==> config.mk <==
export PLATFORM = sky130hd
export DESIGN_NAME = dir_input_queue
export DESIGN_NICKNAME = d
export VERILOG_FILES = /design/src/rtl/dir_input_queue.sv
export SDC_FILE = /design/constraint.sdc
export NUM_CORES = 1
export LEC_CHECK = 0
export CAP_MARGIN = 20
export CORE_MARGIN = 2
export CORE_UTILIZATION = 47
export DETAILED_ROUTE_END_ITERATION = 8
export PLACE_DENSITY = 0.64
export SLEW_MARGIN = 30
export SYNTH_ARGS = -nofsm -noshare
export SYNTH_HDL_FRONTEND = slang
export SYNTH_SLANG_ARGS = --single-unit
==> constraint.sdc <==
create_clock -name clk -period 4 [get_ports clk]
set_clock_uncertainty 0.05 [all_clocks]
set_input_delay 0.4 -clock clk [delete_from_list [all_inputs] [get_ports clk]]
set_output_delay 0.4 -clock clk [all_outputs]
set_load 0.02 [all_outputs]
==> src/rtl/dir_input_queue.sv <==
`timescale 1ns/1ps
// dir_input_queue: debounced four-way direction buttons feeding a 2-deep move queue committed on game ticks.
// Optional feature macro DIR_INPUT_QUEUE_SEED_EN: a free-running LFSR is folded into seed_out on every accepted push.
module dir_input_queue #(
  parameter int DEBOUNCE_CYCLES = 250000,
  parameter int DEBOUNCE_W = 18
) (
  input  logic        clk,
  input  logic        reset,
  input  logic        btn_up_n,
  input  logic        btn_down_n,
  input  logic        btn_left,
  input  logic        btn_right,
  input  logic        tick,
  output logic [1:0]  dir_out,
  output logic        dir_changed,
  output logic [1:0]  queue_count,
  output logic [15:0] seed_out
);
  localparam logic [3:0] RELEASED_RAW = 4'b0011;
  localparam logic [DEBOUNCE_W-1:0] DB_LAST = DEBOUNCE_W'(DEBOUNCE_CYCLES - 1);

  logic                  rst_n;
  logic [3:0]            raw, sync1, sync2, pressed, stable, differ, settle, rise;
  logic [DEBOUNCE_W-1:0] cnt [4];
  logic [1:0]            q0, q1, q0_n, q1_n, ev_dir, ref_dir, base;
  logic                  ev_any, accept, pop, push;

  assign raw = {btn_right, btn_left, btn_down_n, btn_up_n};
  assign pressed = sync2 ^ RELEASED_RAW;

  // internal reset: asserts at once, releases on the first clk after deassertion
  always_ff @(posedge clk or negedge reset)
    if (!reset) rst_n <= 1'b0;
    else rst_n <= 1'b1;

  // two-flop synchronizers, idling at each button's released level
  always_ff @(posedge clk or negedge rst_n)
    if (!rst_n) begin
      sync1 <= RELEASED_RAW;
      sync2 <= RELEASED_RAW;
    end else begin
      sync1 <= raw;
      sync2 <= sync1;
    end

  // a button settles on the last of DEBOUNCE_CYCLES disagreeing cycles; settling high is a press
  always_comb begin
    differ = pressed ^ stable;
    settle = '0;
    for (int i = 0; i < 4; i++) settle[i] = differ[i] && (cnt[i] == DB_LAST);
    rise = settle & pressed;
  end

  // debounce counters run only while the synchronized level disagrees with the stable one
  always_ff @(posedge clk or negedge rst_n)
    if (!rst_n) begin
      stable <= '0;
      for (int i = 0; i < 4; i++) cnt[i] <= '0;
    end else begin
      stable <= stable ^ settle;
      for (int i = 0; i < 4; i++) cnt[i] <= (differ[i] && !settle[i]) ? cnt[i] + DEBOUNCE_W'(1) : '0;
    end

  // priority pick, check against the pre-cycle tail, and next FIFO contents
  always_comb begin
    ev_any = |rise;
    ev_dir = rise[0] ? 2'd0 : rise[1] ? 2'd1 : rise[2] ? 2'd2 : 2'd3;
    ref_dir = (queue_count == 2'd0) ? dir_out : (queue_count == 2'd1) ? q0 : q1;
    accept = ev_any && (ev_dir[1] != ref_dir[1]);
    pop = tick && (queue_count != 2'd0);
    push = accept && ((queue_count != 2'd2) || pop);
    base = queue_count - {1'b0, pop};
    q0_n = (push && base == 2'd0) ? ev_dir : pop ? q1 : q0;
    q1_n = (push && base == 2'd1) ? ev_dir : q1;
  end

  // commit the head on a tick and advance the queue
  always_ff @(posedge clk or negedge rst_n)
    if (!rst_n) begin
      dir_out <= 2'd0;
      dir_changed <= 1'b0;
      queue_count <= 2'd0;
      q0 <= 2'd0;
      q1 <= 2'd0;
    end else begin
      dir_out <= pop ? q0 : dir_out;
      dir_changed <= pop;
      queue_count <= base + {1'b0, push};
      q0 <= q0_n;
      q1 <= q1_n;
    end

`ifdef DIR_INPUT_QUEUE_SEED_EN
  logic [15:0] lfsr;

  // Fibonacci LFSR x^16+x^14+x^13+x^11, mixed into the seed whenever a push lands
  always_ff @(posedge clk or negedge rst_n)
    if (!rst_n) begin
      lfsr <= 16'hACE1;
      seed_out <= 16'h0;
    end else begin
      lfsr <= {lfsr[14:0], lfsr[15] ^ lfsr[13] ^ lfsr[12] ^ lfsr[10]};
      seed_out <= push ? seed_out ^ lfsr : seed_out;
    end
`else
  assign seed_out = 16'h0;
`endif
endmodule

## Word level (Yosys, flattened, before mapping)

Cells that the tools add are included.

| operators by class | value |
|---|---|
| add/subtract/negate cells | 6 |
| equality and inequality tests | 8 |
| muxes and demuxes | 11 |
| bitwise gates (word level) | 4 |
| reductions and logical operators | 23 |

Operators by type and width:

| operator | number |
|---|---|
| $add 18x1->18 const B | 4 |
| $eq 18x18->1 const B | 4 |
| $mux 18 | 4 |
| $logic_and 1x1->1 | 13 |
| $mux 2 | 6 |
| $xor 4x4->4 | 2 |
| $and 4x4->4 | 1 |
| $eq 2x1->1 const B | 2 |
| $logic_not 1->1 | 4 |
| $logic_not 2->1 | 2 |
| $reduce_bool 2->1 | 2 |
| $reduce_or 4->1 | 1 |
| $add 2x1->2 | 1 |
| $ne 2x2->1 const B | 1 |
| $not 2->2 | 1 |
| $sub 2x1->2 | 1 |
| $logic_or 1x1->1 | 1 |
| $mux 1 | 1 |
| $ne 1x1->1 | 1 |

| storage, ports and cells | value |
|---|---|
| flip-flop bits (word level) | 94 |

## Longest topological paths before layout

Gate-level depths: netlist of the first run.

| depth | value |
|---|---|
| depth in word-level cells | 12 |
| depth in mapped cells | 11 |

## Worst setup path before layout of the first run

No wires, ideal clock.

| path | value |
|---|---|
| path type | reg-to-reg |
| start | register cnt[28] (netlist bit) |
| end | register queue_count[1] |
| library setup time | 80 ps |
| data arrival time | 2546 ps |
| required time | 3870 ps |
| setup slack | 1324 ps |
| cell stages (with the launch flop) | 10 |
| path buffers | 0 |
| period minus slack after synthesis | 2676 ps |
| path through | dfrtp_1 or4b_4 or3_4 nor4b_4 o21ai_1 mux2_4 a21oi_1 ha_1 xnor2_1 xnor2_1 |

| on the way | value |
|---|---|
| cells in the longest elaborated chain, start to end | 7 |

RTL lines:

| element | RTL line | RTL |
|---|---|---|
| from (decl) | 25 | `logic [DEBOUNCE_W-1:0] cnt [4];` |
| $eq 18x18->1 | 51 | `for (int i = 0; i < 4; i++) settle[i] = differ[i] && (cnt[i] == DB_LAST);` |
| $logic_and 1x1->1 | 51 |  |
| $and 4x4->4 | 52 | `rise = settle & pressed;` |
| $reduce_or 4->1 | 67 | `ev_any = \|rise;` |
| $logic_and 1x1->1 | 70 | `accept = ev_any && (ev_dir[1] != ref_dir[1]);` |
| $logic_and 1x1->1 | 72 | `push = accept && ((queue_count != 2'd2) \|\| pop);` |
| $add 2x1->2 | 89 | `queue_count <= base + {1'b0, push};` |
| to (signal assigned) | 89 |  |
| to (decl) | 17 | `output logic [1:0] queue_count,` |

Every way passes these cells.
A chain may end at the register's enable or synchronous reset.

## Final worst setup path of the first run

Ends and elaborated chain as after synthesis.

==> results by group, run 1 <==
Run status
  • Run status: completed

Placed design
  • Cells after DPL: 590
  • RD Place Congestion: 0.771
  • Port bufs: 11
  • Hpwl dp: 5.13 mm

Global routing
  • Total GRT Usage: 0.165
  • Global-route wire length before repair: 13.5 mm
  • Vias in the first global route: 2957
  • Grt total ovfl: 0
  • Pin count of the biggest net entering global routing: 64
  • Initial antenna violation count: 0

Yosys
  • Synth async-reset ratio: 1.00
  • Simple-Gate Fraction of Synth Area: 0.242
  • Post-synthesis cell type count: 42
  • Multiplexer share of the synthesized area: 0.0176
  • Syn. warnings: 0
  • Cells after Synth: 455
  • Synth Cell Area: 4540 µm²
  • Largest family of logic cells by synthesized area: simple AND/OR/NAND/NOR gates
  • Synth Area per Inst: 9.97 µm²
  • Area fraction in compound gates after synthesis: 0.0325
  • Primary FF master, synth: dfrtp_1
  • Seq cells post-synth: 94
  • Synth Area in XOR/XNOR: 0.129
  • Post-synthesis sequential area ratio: 0.519
  • Adder-cell area share of the yosys netlist: 0.0165
  • EDFF count, synth: 0

Timing
  • Minimum clock period after layout: 2820 ps
  • Slew Limit Fails: 0
  • Final setup fails: 0
  • Setup_tns: 0 ps
  • Final Cycle Share: 0.706
  • RSZ-0062 raised after global routing: no
  • Worst slew pin tran: 788 ps
  • Worst rel slew slack: 0.475
  • Max frequency: 354 MHz
  • Hold Vio Cnt, Final: 0

Power
  • Pwr Density: 393 nW/µm²
  • Leakage: 2.17 nW
  • Max IR drop VDD: 0.000285 V

Floorplan
  • CORE AREA: 9280 µm²
  • I/O pins: 28
  • Row cnt: 35
  • Starting density of the core: 0.489
  • Die area: 10500 µm²
  • Die X: 102 µm
  • Die Y: 102 µm

Clock tree
  • Post-cts resize count: 0
  • Max Root-Sink Buffers: 2
  • # hold bufs at CTS: 0
  • TritonCTS clock tree: done
  • Num CTS Buffers: 9
  • Setup bufs post-CTS: 0
  • H-tree depth: 3
  • Clock root cell: clkbuf_8
  • Worst-Skew Late Latency: 370 ps
  • Total clock sinks: 94
  • Reg clk slew, reported paths: 90 ps

Finish
  • Layout cells sized above 1: 0.0734
  • Layout area overhead: 9.07%
  • N_diodes: 0
  • Final Net Count: 485
  • Non-filler cells, final: 606
  • Layout Utilization: 0.533

Critical path
  • CP peak stage delay: 540 ps
  • Crit. End Element: flop
  • Crit start category: flop
  • Kind of critical path: reg -> reg
  • Slowest cell on crit path: or4b_4
  • Crit path top cell by count: xnor2_1
  • Critical Path AT: 3070 ps
  • Critical Path, Cell by Cell: or4b_4 -> or3_4 -> nor4b_4 -> o21ai_1 -> mux2_4 -> a21oi_1 -> ha_1 -> xnor2_1 -> xnor2_1
  • Worst path top cell family by delay: simple AND/OR/NAND/NOR gates
  • Buffers and inverters on the worst path: 0
  • Largest fanout on the critical path: 6
  • Critical Path RT: 4250 ps

Hold path
  • Hold Crit Class: in -> async

Detailed routing
  • Via density: 5.03
  • DRT antenna net count: 0
  • First-pass DRT Iterations: 4
  • Iter 0 DRT Violations: 85
  • Via Count: 3047
  • WL per Instance: 12.4 µm
  • DRC Markers: 0
  • Overall routed net length: 7.52 mm

Flow run
  • Number of max-cap violations: 0
## synth_stat cells, types with 5 or more instances
master | count | share of area
clkbuf_1 | 6 | 0.0050
inv_1 | 12 | 0.0099
and3_1 | 17 | 0.023
buf_4 | 16 | 0.026
xnor2_1 | 33 | 0.064
nand4_1 | 11 | 0.015
nor2_1 | 90 | 0.074
and2_1 | 5 | 0.0069
nand3_1 | 35 | 0.039
o21ai_0 | 9 | 0.0099
ha_1 | 6 | 0.017
nor4_1 | 7 | 0.0096
dfrtp_1 | 90 | 0.50
a21oi_1 | 7 | 0.0077
xor2_1 | 34 | 0.066
nand2_1 | 29 | 0.024
## final timing paths
| path | slack (ps) | startpoint | endpoint | cells after the start |
|---|---|---|---|---|
| max in group asynchronous | 2650 | rst_n$_DFF_PN0_ | cnt[8]$_DFF_PN0_ | 1 |
| hold / removal | 110 | reset | rst_n$_DFF_PN0_ | 1 |
| hold reg to reg | 300 | sync1[3]$_DFF_PN0_ | sync2[3]$_DFF_PN0_ | 0 |
| setup / recovery | 1180 | cnt[28]$_DFF_PN0_ | queue_count[1]$_DFF_PN0_ | 9 |
| min in group clk | 300 | sync1[3]$_DFF_PN0_ | sync2[3]$_DFF_PN0_ | 0 |
| setup reg to reg | 1180 | cnt[28]$_DFF_PN0_ | queue_count[1]$_DFF_PN0_ | 9 |
## flip-flops by register name, summed over array words and instances, names as in the netlist, named ones only
signal and cells:
cnt 72, dir_changed 1, dir_out 2, q0 2, q1 2, queue_count 2
rst_n 1, stable 2, sync1 4, sync2 4
## report_power, final
group,leakage (nW),internal (mW),switching [mW],total [mW]
clock,0.106,0.323,0.331,0.654
sequential,1.26,0.989,0.0525,1.04
combinational,0.806,0.102,0.147,0.249
## metal layers
layer,track usage,routed length [µm]
met1,0.223,3760
met2,0.251,3300
met3,0.0438,293
met4,0.0749,167
met5,0,0
## cell usage in the layout (no fill, tap or decap), types with 4 or more instances in the layout
cell type,count
dfstp_2,4
conb_1,17
a21oi_1,7
inv_1,12
nor2_1,90
and2_1,5
nor3_1,4
nand2_1,29
o21ai_0,9
and4_1,4
xnor2_1,33
clkbuf_8,11
nand3_1,35
dfrtp_1,89
nand4_1,11
xor2_1,34
and3_1,17
nor4_1,7
ha_1,6
clkdlybuf4s50_1,11
## logic make-up after synthesis
kind of cell | count (synthesis)
AOI/OAI and AO/OA | 25
xor gates and xnor gates | 67
adders and majority gates | 6
buffers and inverters | 34
DFF | 94
muxes | 7
other | 2
and+or+nand+nor | 220
## per-stage QoR
step	total power [mW]	hold WS [ps]	setup WS [ps]	instance area, µm²
after floorplan	1.24	54.4	1110	4590
after global placement	1.30	286	1220	4740
after detailed placement	1.31	288	1180	4740
after CTS	1.98	87.1	1160	4950
after global routing	2.04	94.6	995	4950
final	1.95	111	1180	4950
## area by class of cell
type	count	area, µm²
well taps	129	161
clock buffers	11	151
multi-input cells	342	2050
fillers	844	4330
inverters	12	45.0
clock inverters	5	56.3
flip-flops and latches	94	2360
repair buffers	13	125
Power figures use the tool's default switching activity.
==> inputs of run 2 (changes only) <==
--- a/config.mk
+++ b/config.mk
@@ -9,7 +9,7 @@
 export CORE_MARGIN = 2
 export CORE_UTILIZATION = 47
 export DETAILED_ROUTE_END_ITERATION = 8
-export PLACE_DENSITY = 0.64
+export PLACE_DENSITY = 0.66
 export SLEW_MARGIN = 30
 export SYNTH_ARGS = -nofsm -noshare
 export SYNTH_HDL_FRONTEND = slang
==> constraint.sdc (replaced) <==
create_clock -name clk -period 2.4 [get_ports clk]
set_clock_uncertainty 0.05 [all_clocks]
set_input_delay 0.24 -clock clk [delete_from_list [all_inputs] [get_ports clk]]
set_output_delay 0.24 -clock clk [all_outputs]
set_load 0.02 [all_outputs]
==> run 2 against run 1 <==
Compared with the run above: the flow now finishes with violations (setup timing); flip-flop and latch count is the same; largest cell class unchanged; non-clock buffer count rose by 36; design area grew 6.7%; critical path depth is the same; clock power grew 71%; power rose by 74%; fmax increased by 9.7%; combinational power grew 120%; sequential power grew 65%.
==> results by group, run 2 (synthesis results as in run 1) <==
Run status
  • Run status: complete, but fails checks
  • Failing checks: setup timing

Finish
  • Layout filler cell count: 824 (-2.4%)
  • N_diodes: 0 (unchanged)
  • Final Net Count: 521 (+7.4%)
  • Area occupied by multi-input gates: 2100 µm² (+2.3%)
  • Largest regs: cnt: 72 flops, sync1: 4 flops, sync2: 4 flops
  • Most common cell after layout, fill and taps aside: nor2_1
  • Layout cells sized above 1: 0.150 (+0.0767)
  • Most frequent cells in the layout: nor2_1, dfrtp_1, buf_4, nand3_1, xor2_1
  • Largest register FFs: 72 (unchanged)
  • Layout area overhead: 16.3%
  • Biggest register: cnt
  • Reg area: 2360 µm² (unchanged)

Detailed routing
  • WL met1: 3.93 mm (+4.5%)
  • WL per Instance: 12.5 µm (+0.87%)
  • Overall routed net length: 8.04 mm (+6.9%)
  • Iter 0 DRT Violations: 77 (-9.4%)
  • First-pass DRT Iterations: 4 (unchanged)
  • Uppermost layer routed: met4
  • DRT antenna net count: 0 (unchanged)
  • DRC Markers: 0 (unchanged)
  • Via density: 5.00 (-0.46%)
  • Metal2 WL: 3.79 mm (+15%)
  • Via Count: 3213 (+5.4%)
  • Routed wl met3: 191 µm (-35%)

Critical path
  • Critical Path, Cell by Cell: or4b_4 -> or3_4 -> nor4b_4 -> o21ai_2 -> mux2_4 -> a21oi_2 -> ha_2 -> xnor2_2 -> xnor2_1
  • Crit. End Element: flop
  • Kind of critical path: reg -> reg
  • Worst path top cell family by delay: simple AND/OR/NAND/NOR gates
  • Crit start category: flop
  • Critical Path RT: 2630 ps (-1620 ps)
  • CP peak stage delay: 540 ps (about the same)
  • Largest fanout on the critical path: 2 (-4)
  • Critical Path AT: 2800 ps (-270 ps)
  • Buffers and inverters on the worst path: 0 (unchanged)
  • Slowest cell on crit path: or4b_4

Timing
  • Final Cycle Share: 1.07 (+0.366)
  • Hold Slack: 241 ps (+130 ps)
  • Minimum clock period after layout: 2570 ps (-250 ps)
  • Worst slew pin tran: 575 ps (-213 ps)
  • PnR worst setup slack: -174 ps (-1350 ps)
  • Hold Vio Cnt, Final: 0 (unchanged)
  • RSZ-0062 raised after global routing: yes
  • Max frequency: 389 MHz (+9.7%)
  • Final setup fails: 3 (+3)
  • Slew Limit Fails: 0 (unchanged)
  • Worst rel slew slack: 0.617 (+0.142)

Clock tree
  • Total clock sinks: 94 (unchanged)
  • Num CTS Buffers: 9 (unchanged)
  • Max Root-Sink Buffers: 2 (unchanged)
  • H-tree depth: 3 (unchanged)
  • Clock root cell: clkbuf_8
  • TritonCTS clock tree: done
  • Worst-Skew Late Latency: 360 ps (about the same)
  • Reg clk slew, reported paths: 80 ps (about the same)

Global routing
  • Grt total ovfl: 0 (unchanged)
  • Initial antenna violation count: 0 (unchanged)
  • Global-route wire length before repair: 14.1 mm (+4.9%)
  • Total GRT Usage: 0.171 (+0.00600)
  • Pin count of the biggest net entering global routing: 47 (-27%)
  • Vias in the first global route: 3170 (+7.2%)

Floorplan
  • CORE AREA: 9280 µm² (unchanged)
  • Starting density of the core: 0.489 (unchanged)
  • Die Y: 102 µm (unchanged)
  • Die X: 102 µm (unchanged)
  • Row cnt: 35 (unchanged)
  • Die area: 10500 µm² (unchanged)
  • I/O pins: 28 (unchanged)

Placed design
  • Port bufs: 11 (unchanged)
  • RD Place Congestion: 0.787 (+2.1%)
  • Hpwl dp: 5.64 mm (+9.9%)

Power
  • Leakage: 2.36 nW (+8.9%)
  • Pwr Density: 639 nW/µm² (+63%)
  • Max IR drop VDD: 0.000330 V (+16%)
  • Total power: 3.38 mW (+74%)

Hold path
  • Hold Crit Class: in -> reg

Flow run
  • Number of max-cap violations: 0 (unchanged)
==> run 2: where the power goes <==
part / total, mW / internal (mW) / switching [mW]
sequential: 1.72 / 1.65 / 0.0709
combinational: 0.540 / 0.227 / 0.313
clock: 1.12 / 0.585 / 0.531
total: 3.38 / 2.46 / 0.915
==> run 2: worst reg2reg max path: stages (launching register included) <==
cell and delay, ps:
dfrtp_1 390, or4b_4 540, or3_4 360, nor4b_4 260
o21ai_2 90, mux2_4 280, a21oi_2 110, ha_2 190
xnor2_2 110, xnor2_1 130
==> run 2: final timing paths <==
kind	startpoint	end	slack (ps)	cells after the start
worst max-delay path	cnt[22]$_DFF_PN0_	queue_count[1]$_DFF_PN0_	-170	9
worst min-delay path	btn_down_n	sync1[1]$_DFF_PN1_	240	1
worst max register to register	cnt[22]$_DFF_PN0_	queue_count[1]$_DFF_PN0_	-170	9
worst min register to register	rst_n$_DFF_PN0_	cnt[67]$_DFF_PN0_	280	0
max in group asynchronous	rst_n$_DFF_PN0_	cnt[19]$_DFF_PN0_	1220	1
min in group asynchronous	rst_n$_DFF_PN0_	cnt[67]$_DFF_PN0_	280	0
==> run 2: metal layers <==
layer / vias to the layer above / GRT usage
met2: 39 / 0.273
met3: 8 / 0.0335
met1: 1558 / 0.231
met5: - / 0
met4: 0 / 0.0687
li1: 1608 / -
==> run 2: area by class of cell <==
cell class | instances | area share
multi-input combinational | 342 | 0.397
clock buffer | 10 | 0.0242
tap | 129 | 0.0306
inverter | 12 | 0.00853
clock inverter | 6 | 0.0164
timing repair buffer | 49 | 0.0761
sequential | 94 | 0.447
==> run 2: timing repair <==
| item | CTS | global route |
|---|---|---|
| setup endpoints to repair | 2 | 4 |
| pin swaps | 0 | 3 |
| endpoints found under the hold margin | 1 | 0 |
| buffers inserted | 1 | 3 |
| gates resized for setup | 1 | 7 |
| hold buffers | 1 | 0 |
==> run 2: stage by stage <==
step / area [µm²] / TNS [ps] / util / instances / setup WS [ps]
finish: 5280 / -283 / 0.569 / 642 / -174
global route: 5280 / -712 / 0.569 / 642 / -323
CTS: 5220 / -234 / 0.562 / 639 / -186
detailed placement: 4980 / -202 / 0.537 / 621 / -170
global placement: 4980 / -134 / 0.537 / 621 / -130
floorplan: 4600 / -235 / - / 470 / -173
